===== config.mk =====
export PLATFORM = sky130hd
export DESIGN_NAME = ws2812_rx
export DESIGN_NICKNAME = d
export VERILOG_FILES = /design/src/rtl/ws2812_rx.sv
export SDC_FILE = /design/constraint.sdc
export NUM_CORES = 1
export LEC_CHECK = 0
export CORE_MARGIN = 5
export CORE_UTILIZATION = 58
export CTS_CLUSTER_DIAMETER = 60
export DETAILED_ROUTE_END_ITERATION = 10
export DONT_BUFFER_PORTS = 1
export PLACE_DENSITY = 0.82
export SKIP_CTS_REPAIR_TIMING = 1
export SLEW_MARGIN = 20
export SYNTH_ARGS = -nofsm -noshare
export SYNTH_HDL_FRONTEND = slang
export SYNTH_SLANG_ARGS = --single-unit

===== constraint.sdc =====
create_clock -name clk -period 2.71 [get_ports clk]
set_input_delay 0.271 -clock clk [delete_from_list [all_inputs] [get_ports clk]]
set_output_delay 0.271 -clock clk [all_outputs]
set_load 0.02 [all_outputs]

===== src/rtl/ws2812_rx.sv =====
// WS2812 serial receiver: decodes NRZ high-pulse widths into LED words and
// forwards every word after the first of a frame on WS2812_OUT.
module ws2812_rx #(
    parameter int CLK_FRE      = 27_000_000,
    parameter int WS2812_WIDTH = 24,
    parameter int BIT_THRESH   = 16,
    parameter int MIN_HIGH     = 4,
    parameter int MAX_HIGH     = 46,
    parameter int RESET_CYCLES = 1350
) (
    input  logic                    clk,
    input  logic                    rst_n,
    input  logic                    WS2812_IN,
    output logic                    WS2812_OUT,
    output logic [WS2812_WIDTH-1:0] data,
    output logic                    data_valid,
    output logic [8:0]              word_index,
    output logic                    frame_done,
    output logic                    bit_err
);

    // Gap counter is sized for at least a 50 us gap at CLK_FRE.
    localparam int GAP_50US = CLK_FRE / 20_000;
    localparam int GAP_MAX  = (GAP_50US > RESET_CYCLES) ? GAP_50US : RESET_CYCLES;
    localparam int LW       = $clog2(GAP_MAX + 1);
    localparam int HW       = $clog2(MAX_HIGH + 2);
    localparam int BW       = (WS2812_WIDTH > 1) ? $clog2(WS2812_WIDTH) : 1;

    localparam logic [LW-1:0] GAP_LAST = LW'(RESET_CYCLES - 1);
    localparam logic [HW-1:0] H_THRESH = HW'(BIT_THRESH);
    localparam logic [HW-1:0] H_MIN    = HW'(MIN_HIGH);
    localparam logic [HW-1:0] H_MAX    = HW'(MAX_HIGH);
    localparam logic [HW-1:0] H_SAT    = HW'(MAX_HIGH + 1);
    localparam logic [BW-1:0] LAST_BIT = BW'(WS2812_WIDTH - 1);

    typedef enum logic [1:0] {WAIT_GAP, IDLE, HIGH, LOW} state_t;

    state_t                  state;
    logic                    din_m, din_s;
    logic [LW-1:0]           low_cnt;
    logic [HW-1:0]           high_cnt;
    logic [BW-1:0]           bit_cnt;
    logic [8:0]              word_cnt;
    logic [WS2812_WIDTH-1:0] shift;
    logic [WS2812_WIDTH-1:0] word_next;
    logic                    rx_bit;

    always_ff @(posedge clk or negedge rst_n) begin
        if (!rst_n) begin
            din_m <= 1'b0;
            din_s <= 1'b0;
        end else begin
            din_m <= WS2812_IN;
            din_s <= din_m;
        end
    end

    assign rx_bit = (high_cnt > H_THRESH);

    // NOTE: the default assignment before the indexed write keeps this block latch-free.
    always_comb begin
        word_next          = shift;
        word_next[bit_cnt] = rx_bit;
    end

    always_ff @(posedge clk or negedge rst_n) begin
        if (!rst_n) begin
            state      <= WAIT_GAP;
            low_cnt    <= '0;
            high_cnt   <= '0;
            bit_cnt    <= '0;
            word_cnt   <= '0;
            shift      <= '0;
            data       <= '0;
            data_valid <= 1'b0;
            word_index <= '0;
            frame_done <= 1'b0;
            bit_err    <= 1'b0;
            WS2812_OUT <= 1'b0;
        end else begin
            // NOTE: pulse outputs default low here and are raised only by the branch that needs them.
            data_valid <= 1'b0;
            frame_done <= 1'b0;
            bit_err    <= 1'b0;
            WS2812_OUT <= din_s && (word_cnt != '0) && (state == HIGH || state == LOW);

            case (state)
                WAIT_GAP: begin
                    if (din_s) begin
                        low_cnt <= '0;
                    end else if (low_cnt == GAP_LAST) begin
                        low_cnt <= '0;
                        state   <= IDLE;
                    end else begin
                        low_cnt <= low_cnt + 1'b1;
                    end
                end

                // IDLE and LOW are only entered with din_s low, so a high level is a rising edge.
                IDLE: begin
                    if (din_s) begin
                        high_cnt <= HW'(1);
                        state    <= HIGH;
                    end
                end

                HIGH: begin
                    if (din_s) begin
                        if (high_cnt >= H_MAX) begin
                            bit_err  <= 1'b1;
                            high_cnt <= H_SAT;
                            low_cnt  <= '0;
                            bit_cnt  <= '0;
                            word_cnt <= '0;
                            state    <= WAIT_GAP;
                        end else begin
                            high_cnt <= high_cnt + 1'b1;
                        end
                    end else if (high_cnt < H_MIN) begin
                        bit_err  <= 1'b1;
                        low_cnt  <= '0;
                        bit_cnt  <= '0;
                        word_cnt <= '0;
                        state    <= WAIT_GAP;
                    end else begin
                        // The falling-edge cycle is the first low cycle of the gap count.
                        low_cnt <= LW'(1);
                        state   <= LOW;
                        if (bit_cnt == LAST_BIT) begin
                            data       <= word_next;
                            data_valid <= 1'b1;
                            word_index <= word_cnt;
                            bit_cnt    <= '0;
                            if (word_cnt != 9'd511) word_cnt <= word_cnt + 9'd1;
                        end else begin
                            shift   <= word_next;
                            bit_cnt <= bit_cnt + 1'b1;
                        end
                    end
                end

                LOW: begin
                    if (din_s) begin
                        high_cnt <= HW'(1);
                        state    <= HIGH;
                    end else if (low_cnt == GAP_LAST) begin
                        frame_done <= 1'b1;
                        bit_err    <= (bit_cnt != '0);
                        bit_cnt    <= '0;
                        word_cnt   <= '0;
                        low_cnt    <= '0;
                        state      <= IDLE;
                    end else begin
                        low_cnt <= low_cnt + 1'b1;
                    end
                end

                default: state <= WAIT_GAP;
            endcase
        end
    end

endmodule


==> results by stage, run 1 <==
Status:
- The flow ran to the end, and the final reports show no timing, DRC or antenna violations.

Critical path:
- The category of the worst setup path launch point is a flop.
- The kind of end point of the critical path is a flop.
- The end of the worst register-to-register path is shift[21]$_DFFE_PN0P_.
- For flop-to-flop paths, the worst setup slack is 420 ps.
- Walking the worst path, the cells encountered are nand2b_1 -> nor4_4 -> and2_1 -> nand2_1 -> mux2_2.
- The largest fanout on the critical path is 16.
- The reg-to-reg startpoint is state[1]$_DFFE_PN0P_.
- The worst reg2reg path depth is 5.
- The slowest stage of the critical path belongs to the cell sky130_fd_sc_hd__dfrtp_1.
- The delay contributed by the slowest stage of the critical path is 630 ps.
- The number of buffer and inverter stages on the critical path is 0.
- STA puts the critical path data required time at 2960 ps.
- The most critical setup path has its startpoint at state[1]$_DFFE_PN0P_.
- The family of cells with the greatest summed delay on the critical path is simple AND/OR/NAND/NOR gates.
- The signal arrival time at the worst endpoint is 2540 ps.
- The critical path is of the flop to flop type.

Place:
- The placer congestion estimate is 0.899.
- Including well taps, the total number of placed cells is 552.
- Detailed placement ended at an HPWL of 6.69 mm.
- Before CTS, the worst setup slack after placement is 509 ps.
- The number of buffers added on ports is 0.

Die:
- 40 I/O pins were placed.
- The initial utilization of the core area, before any placement, comes to 59.2%.
- The number of placement rows is 33.
- The region available for standard cell placement spans 8130 µm².
- Measured along the y axis, the die boundary spans 101 µm.
- The die is 101 µm wide.
- The die covers 10200 µm².

Worst hold path:
- The worst hold path was traced through 0 stages.
- The worst hold path class is flop to flop.
- The hold-critical path endpoint is din_s$_DFF_PN0_.
- In this run the most critical hold path is launched from din_m$_DFF_PN0_.

Clock network:
- The clock reaches the later pin of the worst-skew pair after 360 ps.
- The maximum number of buffers from clock root to sink is 2.
- The clock-pin slew on the worst setup and hold paths is 90 ps.
- Counting the buffers created by CTS gives 9.
- The CTS tree is yes.
- The H-tree was split into 3 levels.
- The root buffer cell is sky130_fd_sc_hd__clkbuf_8.
- The CTS sink count is 95.

Timing:
- Across all setup checks in the final design, the least slack found is 423 ps.
- The final-report max-slew violation count is 0.
- The shortest period the worst path allows is 2290 ps.
- The hold violation count in the final report is 0.
- Measured against its own limit, the worst slew margin works out to 58.2%.
- Setup total negative slack on the finished layout was measured at 0 ps.
- The setup skew after layout is 9.17 ps.
- For this run, the top clock speed supported by timing is 437 MHz.
- The slew at the pin closest to its max-slew limit is 628 ps.
- The number of failing setup endpoints in the final timing report is 0.
- Dividing the final minimum period by the clock period gives 84.4%.
- Setup repair after global routing left no endpoint under its margin.

Layout:
- The synthesis-to-finish area growth is 7.32%.
- The non-filler instance count after layout is 571.
- The net count of the finished layout is 475.
- The number of antenna diodes in the final layout is 0.
- The proportion of layout cells with a drive suffix above 1 is 12.7%.

Yosys:
- The cell count after synthesis came out at 476.
- The number of unique standard cell types used by synthesis is 67.
- The mapped netlist covers 4820 µm².
- Dividing the synthesized area by the synthesized cell count gives 10.1 µm².
- The most used flip-flop cell after synthesis is sky130_fd_sc_hd__dfrtp_1.
- The warning count from the yosys run is 0.
- The number of nets produced by synthesis is 490.
- Of all flip-flops after synthesis, the portion carrying an async set or reset was 100%.
- The register bit total from synthesis is 95.
- The number of flops mapped to enable cells by yosys is 0.
- Summing the sequential cell areas from Yosys gives 49.4% of the chip area.

Pwr:
- Summed over all cells, the static leakage comes to 2.35 nW.
- The maximum ir drop on the vdd rail is 0.383 mV.
- The power per cell area is 506 nW/µm².

Routing:
- The first detailed-routing pass took 5 iterations.
- In the final routed layout, each cell accounts on average for 18.0 µm.
- The count of nets left with antenna violations once routing finished came out at 0.
- For this block, the initial DRC count from the detailed router was 318.
- The total number of vias is 3679.
- The via density per instance is 6.44.
- For this run, design rule violations remaining after detail routing come to 0.
- After detailed routing, the total wire length is 10.3 mm.

Job:
- The tool flagged a number of max-cap violations equal to 0.

GRT:
- The number of antenna violations at the first check in global routing is 0.
- The sum of overflow across all layers after global routing is 0.
- Global routing used 21.4% of the available tracks.
- The largest net degree at the start of global routing is 96.
- The first global-routing pass estimated 17.8 mm of wire.
- The via count of the first global-routing pass is 3674.
==> report_power, final <==
part	switching, mW	leakage, nW	total [mW]	internal (mW)
Sequential	0.00857	1.32	1.43	1.42
Clock	0.495	0.116	1.13	0.639
Combinational	0.0390	0.913	0.0545	0.0155
==> placed cells by master, fill, tap and decap left out, types with 4 or more instances in the layout <==
| cell type | n |
|---|---|
| sky130_fd_sc_hd__a21o_1 | 17 |
| sky130_fd_sc_hd__a21oi_1 | 43 |
| sky130_fd_sc_hd__a22o_1 | 5 |
| sky130_fd_sc_hd__a311oi_1 | 16 |
| sky130_fd_sc_hd__a31oi_1 | 21 |
| sky130_fd_sc_hd__a41oi_1 | 6 |
| sky130_fd_sc_hd__and2_1 | 5 |
| sky130_fd_sc_hd__buf_4 | 14 |
| sky130_fd_sc_hd__clkbuf_8 | 10 |
| sky130_fd_sc_hd__dfrtp_1 | 95 |
| sky130_fd_sc_hd__ha_1 | 11 |
| sky130_fd_sc_hd__inv_1 | 13 |
| sky130_fd_sc_hd__mux2_2 | 13 |
| sky130_fd_sc_hd__mux2i_1 | 4 |
| sky130_fd_sc_hd__nand2_1 | 35 |
| sky130_fd_sc_hd__nand3_1 | 17 |
| sky130_fd_sc_hd__nand4_1 | 5 |
| sky130_fd_sc_hd__nor2_1 | 23 |
| sky130_fd_sc_hd__nor3_1 | 5 |
| sky130_fd_sc_hd__o211ai_1 | 4 |
| sky130_fd_sc_hd__o21ai_0 | 23 |
| sky130_fd_sc_hd__o31ai_1 | 5 |
| sky130_fd_sc_hd__o41ai_1 | 4 |
| sky130_fd_sc_hd__xnor2_1 | 7 |
==> flip-flops by register name, indices dropped and copies added, names as in the netlist, 2 cells and up <==
| register | flops |
|---|---|
| bit_cnt | 5 |
| high_cnt | 6 |
| low_cnt | 11 |
| state | 2 |
| data | 24 |
| word_cnt | 9 |
| shift | 23 |
| word_index | 9 |
==> layout make-up <==
class	count	area, µm²
clock buffers	11	141
multi-input cells	324	2210
inverters	14	52.6
clock inverters	5	105
fillers	605	2960
well taps	105	131
flip-flops and latches	95	2380
repair buffers	17	153
==> worst max-delay path by stage <==
stage | to | slack, ps | depth (start not counted)
global route | shift[14]$_DFFE_PN0P_ | 280 | 5
CTS | shift[21]$_DFFE_PN0P_ | 480 | 5
floorplan | shift[12]$_DFFE_PN0P_ | 680 | 6
finish | shift[21]$_DFFE_PN0P_ | 420 | 5
detailed placement | shift[21]$_DFFE_PN0P_ | 510 | 5
global placement | shift[12]$_DFFE_PN0P_ | 610 | 4
==> cell usage after synthesis (4+ instances only) <==
| cell | n | share of area [%] |
|---|---|---|
| sky130_fd_sc_hd__a311oi_1 | 16 | 2.9 |
| sky130_fd_sc_hd__nor2_1 | 23 | 1.8 |
| sky130_fd_sc_hd__nor3_1 | 5 | 0.52 |
| sky130_fd_sc_hd__clkbuf_1 | 27 | 2.1 |
| sky130_fd_sc_hd__o31ai_1 | 5 | 0.78 |
| sky130_fd_sc_hd__o21ai_0 | 23 | 2.4 |
| sky130_fd_sc_hd__and2_1 | 5 | 0.65 |
| sky130_fd_sc_hd__inv_1 | 13 | 1.0 |
| sky130_fd_sc_hd__dfrtp_1 | 95 | 49 |
| sky130_fd_sc_hd__ha_1 | 11 | 2.9 |
| sky130_fd_sc_hd__buf_2 | 12 | 1.2 |
| sky130_fd_sc_hd__mux2i_1 | 4 | 0.83 |
| sky130_fd_sc_hd__o211ai_1 | 4 | 0.62 |
| sky130_fd_sc_hd__a21oi_1 | 44 | 4.6 |
| sky130_fd_sc_hd__nand3_1 | 17 | 1.8 |
| sky130_fd_sc_hd__xnor2_1 | 7 | 1.3 |
| sky130_fd_sc_hd__mux2_2 | 13 | 3.0 |
| sky130_fd_sc_hd__a41oi_1 | 6 | 1.1 |
| sky130_fd_sc_hd__a22o_1 | 5 | 0.91 |
| sky130_fd_sc_hd__nand4_1 | 5 | 0.65 |
| sky130_fd_sc_hd__a21o_1 | 17 | 2.6 |
| sky130_fd_sc_hd__nand2_1 | 36 | 2.8 |
| sky130_fd_sc_hd__o41ai_1 | 4 | 0.73 |
| sky130_fd_sc_hd__a31oi_1 | 21 | 2.7 |
==> routing by layer <==
metal	global-route usage [%]	vias up	share of wire, %
met5	0	-	0
li1	-	1739	-
met3	4.96	13	6.0
met1	30.5	1807	46
met4	8.59	0	1.6
met2	31.8	120	46
==> logic make-up after synthesis <==
logic type / Yosys count / synth area share [%]
muxes: 17 / 3.87
and+or+nand+nor: 118 / 13.5
adders and majority gates: 11 / 2.86
xor gates and xnor gates: 7 / 1.27
DFF: 95 / 49.4
AOI/OAI and AO/OA: 171 / 24.3
buffers and inverters: 57 / 4.91
==> worst register-to-register path, stage by stage (launching register included) <==
cell	delay [ps]
sky130_fd_sc_hd__dfrtp_1	630
sky130_fd_sc_hd__nand2b_1	270
sky130_fd_sc_hd__nor4_4	490
sky130_fd_sc_hd__and2_1	410
sky130_fd_sc_hd__nand2_1	100
sky130_fd_sc_hd__mux2_2	270
==> per-stage QoR <==
stage                     power (mW)  hold WS [ps]  area, µm²  utilization (%)
after floorplan                 1.47         -24.6       4820                -
after global placement          1.48         -21.9       4880             59.9
after detailed placement        1.48         -22.1       4880             59.9
after CTS                       2.60          -416       5120             63.0
after global routing            2.70           376       5170             63.6
final                           2.62           360       5170             63.6
No activity file was read; power rests on OpenSTA's default activity.
==> run 2, diff against run 1 <==
- ABC_AREA: unset -> 1
- CORE_UTILIZATION: 58 -> 57
- PLACE_DENSITY: 0.82 -> 0.83
- clock period: 2.71 -> 2.1 ns (I/O delays scaled with it)
==> results by stage, run 2 <==
Status:
- The flow ran to the end, but the final reports show violations.
- The checks that failed: negative hold slack.

Timing:
- The fmax was 552 MHz (+26%).
- Setup repair after global routing left no endpoint under its margin.
- The worst hold slack was -484 ps (-844 ps).
- The number of failing setup endpoints in the final timing report came to 0 (unchanged).
- The worst slew margin relative to its limit was 79.3% (+21 points).
- The final worst-path setup slack came to 290 ps (-134 ps).
- The final-report max-slew violation count is 0 (unchanged).
- The post-route clock period utilization is 86.2% (+1.8 points).
- The setup skew after layout is 18.7 ps (+9.54 ps).
- The slew at the pin closest to its max-slew limit is 307 ps (-321 ps).
- The hold violation count in the final report came to 95 (+95).
- The shortest period the worst path allows came to 1810 ps (-476 ps).
- The aggregate negative setup slack was 0 ps (unchanged).

Pwr:
- The share of power burned in combinational logic is 0.9% (-1.2 points).
- The share of power burned in the clock network was 40.7% (-2.6 points).
- The leakage power summed over all cells is 2.35 nW (+0.18%).
- The portion of total power attributed to sequential cells is 58.4% (+3.8 points).
- The total chip power is 3.16 mW (+21%).
- The maximum ir drop on the vdd rail is 0.408 mV (+6.6%).
- The cell-internal power came to 2.42 mW (+17%).
- The switching component of the power came to 0.736 mW (+36%).
- The net switching fraction of the power came to 23.3% (+2.6 points).
- The power per cell area is 623 nW/µm² (+23%).

GRT:
- The sum of overflow across all layers after global routing came to 0 (unchanged).
- The first-pass GRT wire length is 17.2 mm (-3.1%).
- The via count of the first global-routing pass is 3856 (+5.0%).
- The total routing usage reported by global routing is 20.5% (-0.88 points).
- The largest net degree at the start of global routing was 96 (unchanged).
- The number of antenna violations at the first check in global routing is 0 (unchanged).

Yosys:
- The register bit total from synthesis came to 95 (unchanged).
- The sequential share of the synthesized area came to 49.8% (+0.40 points).
- The instance count of the mapped netlist is 598 (+26%).
- The number of nets produced by synthesis was 612 (+25%).
- The post-synthesis instance area was 4780 µm² (-0.81%).
- The area fraction in compound gates after synthesis was 12.2% (-12 points).
- The share of the synthesized netlist area taken by xor and xnor gates was 0.733% (-0.54 points).
- After synthesis, the largest family of logic cells by area is simple AND/OR/NAND/NOR gates.
- The warning count from the yosys run was 0 (unchanged).
- The simple-gate portion of the synthesized area is 27.4% (+14 points).
- Yosys attributes the largest share of cell area to sky130_fd_sc_hd__dfrtp_1, sky130_fd_sc_hd__nand2_1, sky130_fd_sc_hd__o21ai_1, sky130_fd_sc_hd__nor2_1, sky130_fd_sc_hd__inv_1.
- The per-instance average area after synthesis is 7.99 µm² (-21%).
- The number of flops mapped to enable cells by yosys is 0 (unchanged).
- The number of unique standard cell types used by synthesis is 37 (-45%).
- The proportion of register bits with asynchronous set or reset after synthesis is 100% (unchanged).
- The largest total area in the synthesized netlist belongs to sky130_fd_sc_hd__dfrtp_1.
- The share of Yosys cell area claimed by the top area cell type was 49.8% (+0.40 points).
- The synthesized-area fraction occupied by adder cells is 2.88% (+0.023 points).
- In the synthesized netlist, the cells that appear most often are sky130_fd_sc_hd__nand2_1, sky130_fd_sc_hd__dfrtp_1, sky130_fd_sc_hd__o21ai_1.
- sky130_fd_sc_hd__nand2_1 is the most common cell in the netlist.
- In the synthesized netlist the dominant register cell turns out to be sky130_fd_sc_hd__dfrtp_1.
- The multiplexer share of the synthesized area is 0% (-3.9 points).

Routing:
- The total number of vias is 3936 (+7.0%).
- The iteration count of the initial detailed-routing pass is 5 (unchanged).
- The number of routed nets with antenna violations is 0 (unchanged).
- The wire length after detailed routing came to 10.1 mm (-2.3%).
- The via density per instance was 5.57 (-14%).
- The number of design rule violations left after detail routing came to 0 (unchanged).
- The average wire per standard cell is 14.2 µm (-21%).
- The DRC marker count from the first detailed-route iteration came to 228 (-28%).

Die:
- The floorplan die area was 10300 µm² (+0.84%).
- The core area is 8180 µm² (+0.51%).
- The total I/O pin count is 40 (unchanged).
- The number of placement rows came to 33 (unchanged).
- The die boundary height is 102 µm (+0.42%).
- The die extent in x is 102 µm (+0.42%).
- The starting density of the core is 58.4% (-0.77 points).

Critical path:
- The number of buffer and inverter stages on the critical path is 0 (unchanged).
- The largest fanout on the critical path was 9 (-7).
- The signal arrival time at the worst endpoint was 2050 ps (-490 ps).
- The delay contributed by the slowest stage of the critical path is 440 ps (-190 ps).
- The kind of end point of the critical path is a flop.
- Walking the worst path, the cells encountered are ha_1 -> nand4_1 -> nor2_1 -> ha_1 -> nand3_1 -> nand2_4 -> nand3b_4 -> nand2_1 -> nand2_1.
- The family of cells with the greatest summed delay on the critical path is simple AND/OR/NAND/NOR gates.
- For this design, the slowest cell found on the critical path is sky130_fd_sc_hd__dfrtp_1.
- The required time at the worst-slack endpoint is 2340 ps (-620 ps).
- The category of the worst setup path launch point is a flop.
- The category of the critical setup timing path is flop to flop.

Layout:
- The post-route core utilization is 61.9% (-1.7 points).
- The final net count is 611 (+29%).
- The number of fill cells is 690 (+14%).
- In the layout the commonest cells are sky130_fd_sc_hd__nand2_1, sky130_fd_sc_hd__dfrtp_1, sky130_fd_sc_hd__o21ai_1.
- Ranked by flip-flop count, first place goes to data.
- The non-filler instance count after layout was 707 (+24%).
- The flip-flop count of the largest register after layout is 24 (unchanged).
- Relative to the synthesized area, the layout overhead comes to 5.92%.
- The final instance area is 5060 µm² (-2.1%).
- The number of antenna cells inserted is 0 (unchanged).
- The proportion of layout cells with a drive suffix above 1 is 7.64% (-5.0 points).
- The library cell used most frequently in the layout, excluding fill and tap cells, is sky130_fd_sc_hd__nand2_1.
- The largest registers in the layout are data x24, shift x23, low_cnt x11.

Place:
- The post-placement setup slack is 361 ps (-148 ps).
- The total placed cells including tap cells is 690 (+25%).
- The HPWL reported at the end of detailed placement was 7.00 mm (+4.6%).
- The number of buffers added on ports is 0 (unchanged).
- The placer congestion estimate is 0.892 (-0.82%).
- The placement-stage cell area is 4850 µm² (-0.62%).

Clock network:
- The clock-pin slew on the worst setup and hold paths was 110 ps (+20 ps).
- The root buffer cell is sky130_fd_sc_hd__clkbuf_8.
- The number of buffers created by CTS came to 9 (unchanged).
- The maximum number of buffers from clock root to sink came to 2 (unchanged).
- The number of H-tree levels is 3 (unchanged).
- TritonCTS built the clock tree.
- The source-to-sink clock delay at the later pin of the worst-skew pair is 370 ps (about the same).
- The CTS sink count is 95 (unchanged).

Job:
- The number of violations of the max-capacitance limit is 0 (unchanged).

Worst hold path:
- The worst hold path class is input port to async pin.
-- run 2: changes by cell type after synthesis, sizes merged, moves of 20 or more --
cell / before / now
nand2: 37 / 190
o21ai: 23 / 91
nor2: 23 / 67
inv: 13 / 55
a21oi: 44 / 5
clkbuf: 27 / 1
a31oi: 21 / 1
-- run 2: final timing paths --
check                                             start                      end  slack [ps]  cells past startpoint
min in group clk                        din_m$_DFF_PN0_          din_s$_DFF_PN0_         370                      0
worst max register to register  word_cnt[0]$_DFFE_PN0P_  word_cnt[3]$_DFFE_PN0P_         290                      9
max in group asynchronous                         rst_n  word_cnt[6]$_DFFE_PN0P_        2440                      0
worst min register to register          din_m$_DFF_PN0_          din_s$_DFF_PN0_         370                      0
worst min-delay path                              rst_n      data[8]$_DFFE_PN0P_        -480                      0
worst max-delay path            word_cnt[0]$_DFFE_PN0P_  word_cnt[3]$_DFFE_PN0P_         290                      9
-- run 2: power by group through the flow --
stage	combinational [mW]	sequential (mW)	clock (mW)
floorplan	0.0256	1.88	0
global placement	0.0244	1.88	0
detailed placement	0.0253	1.88	0
CTS	0.0259	1.84	1.29
global route	0.0313	1.84	1.36
finish	0.0274	1.84	1.28
-- run 2: logic make-up after synthesis --
group	count (synthesis)
and+or+nand+nor	304
DFF	95
AOI/OAI and AO/OA	108
buffers and inverters	76
xor gates and xnor gates	4
adders and majority gates	11
-- run 2: layout make-up --
cell class,instances,area (µm²),share of cell area [%]
Tap cell,105,131,2.60
Clock inverter,6,77.6,1.53
Sequential cell,95,2380,47.0
Inverter,57,214,4.23
Clock buffer,10,128,2.52
Multi-Input combinational cell,427,2070,40.8
Timing Repair Buffer,7,67.6,1.33
-- run 2: routing by layer --
layer	global-route usage [%]	wire length (µm)
met1	25.7	4320
met2	35.7	5050
met3	3.99	498
met5	0	0
met4	6.85	196
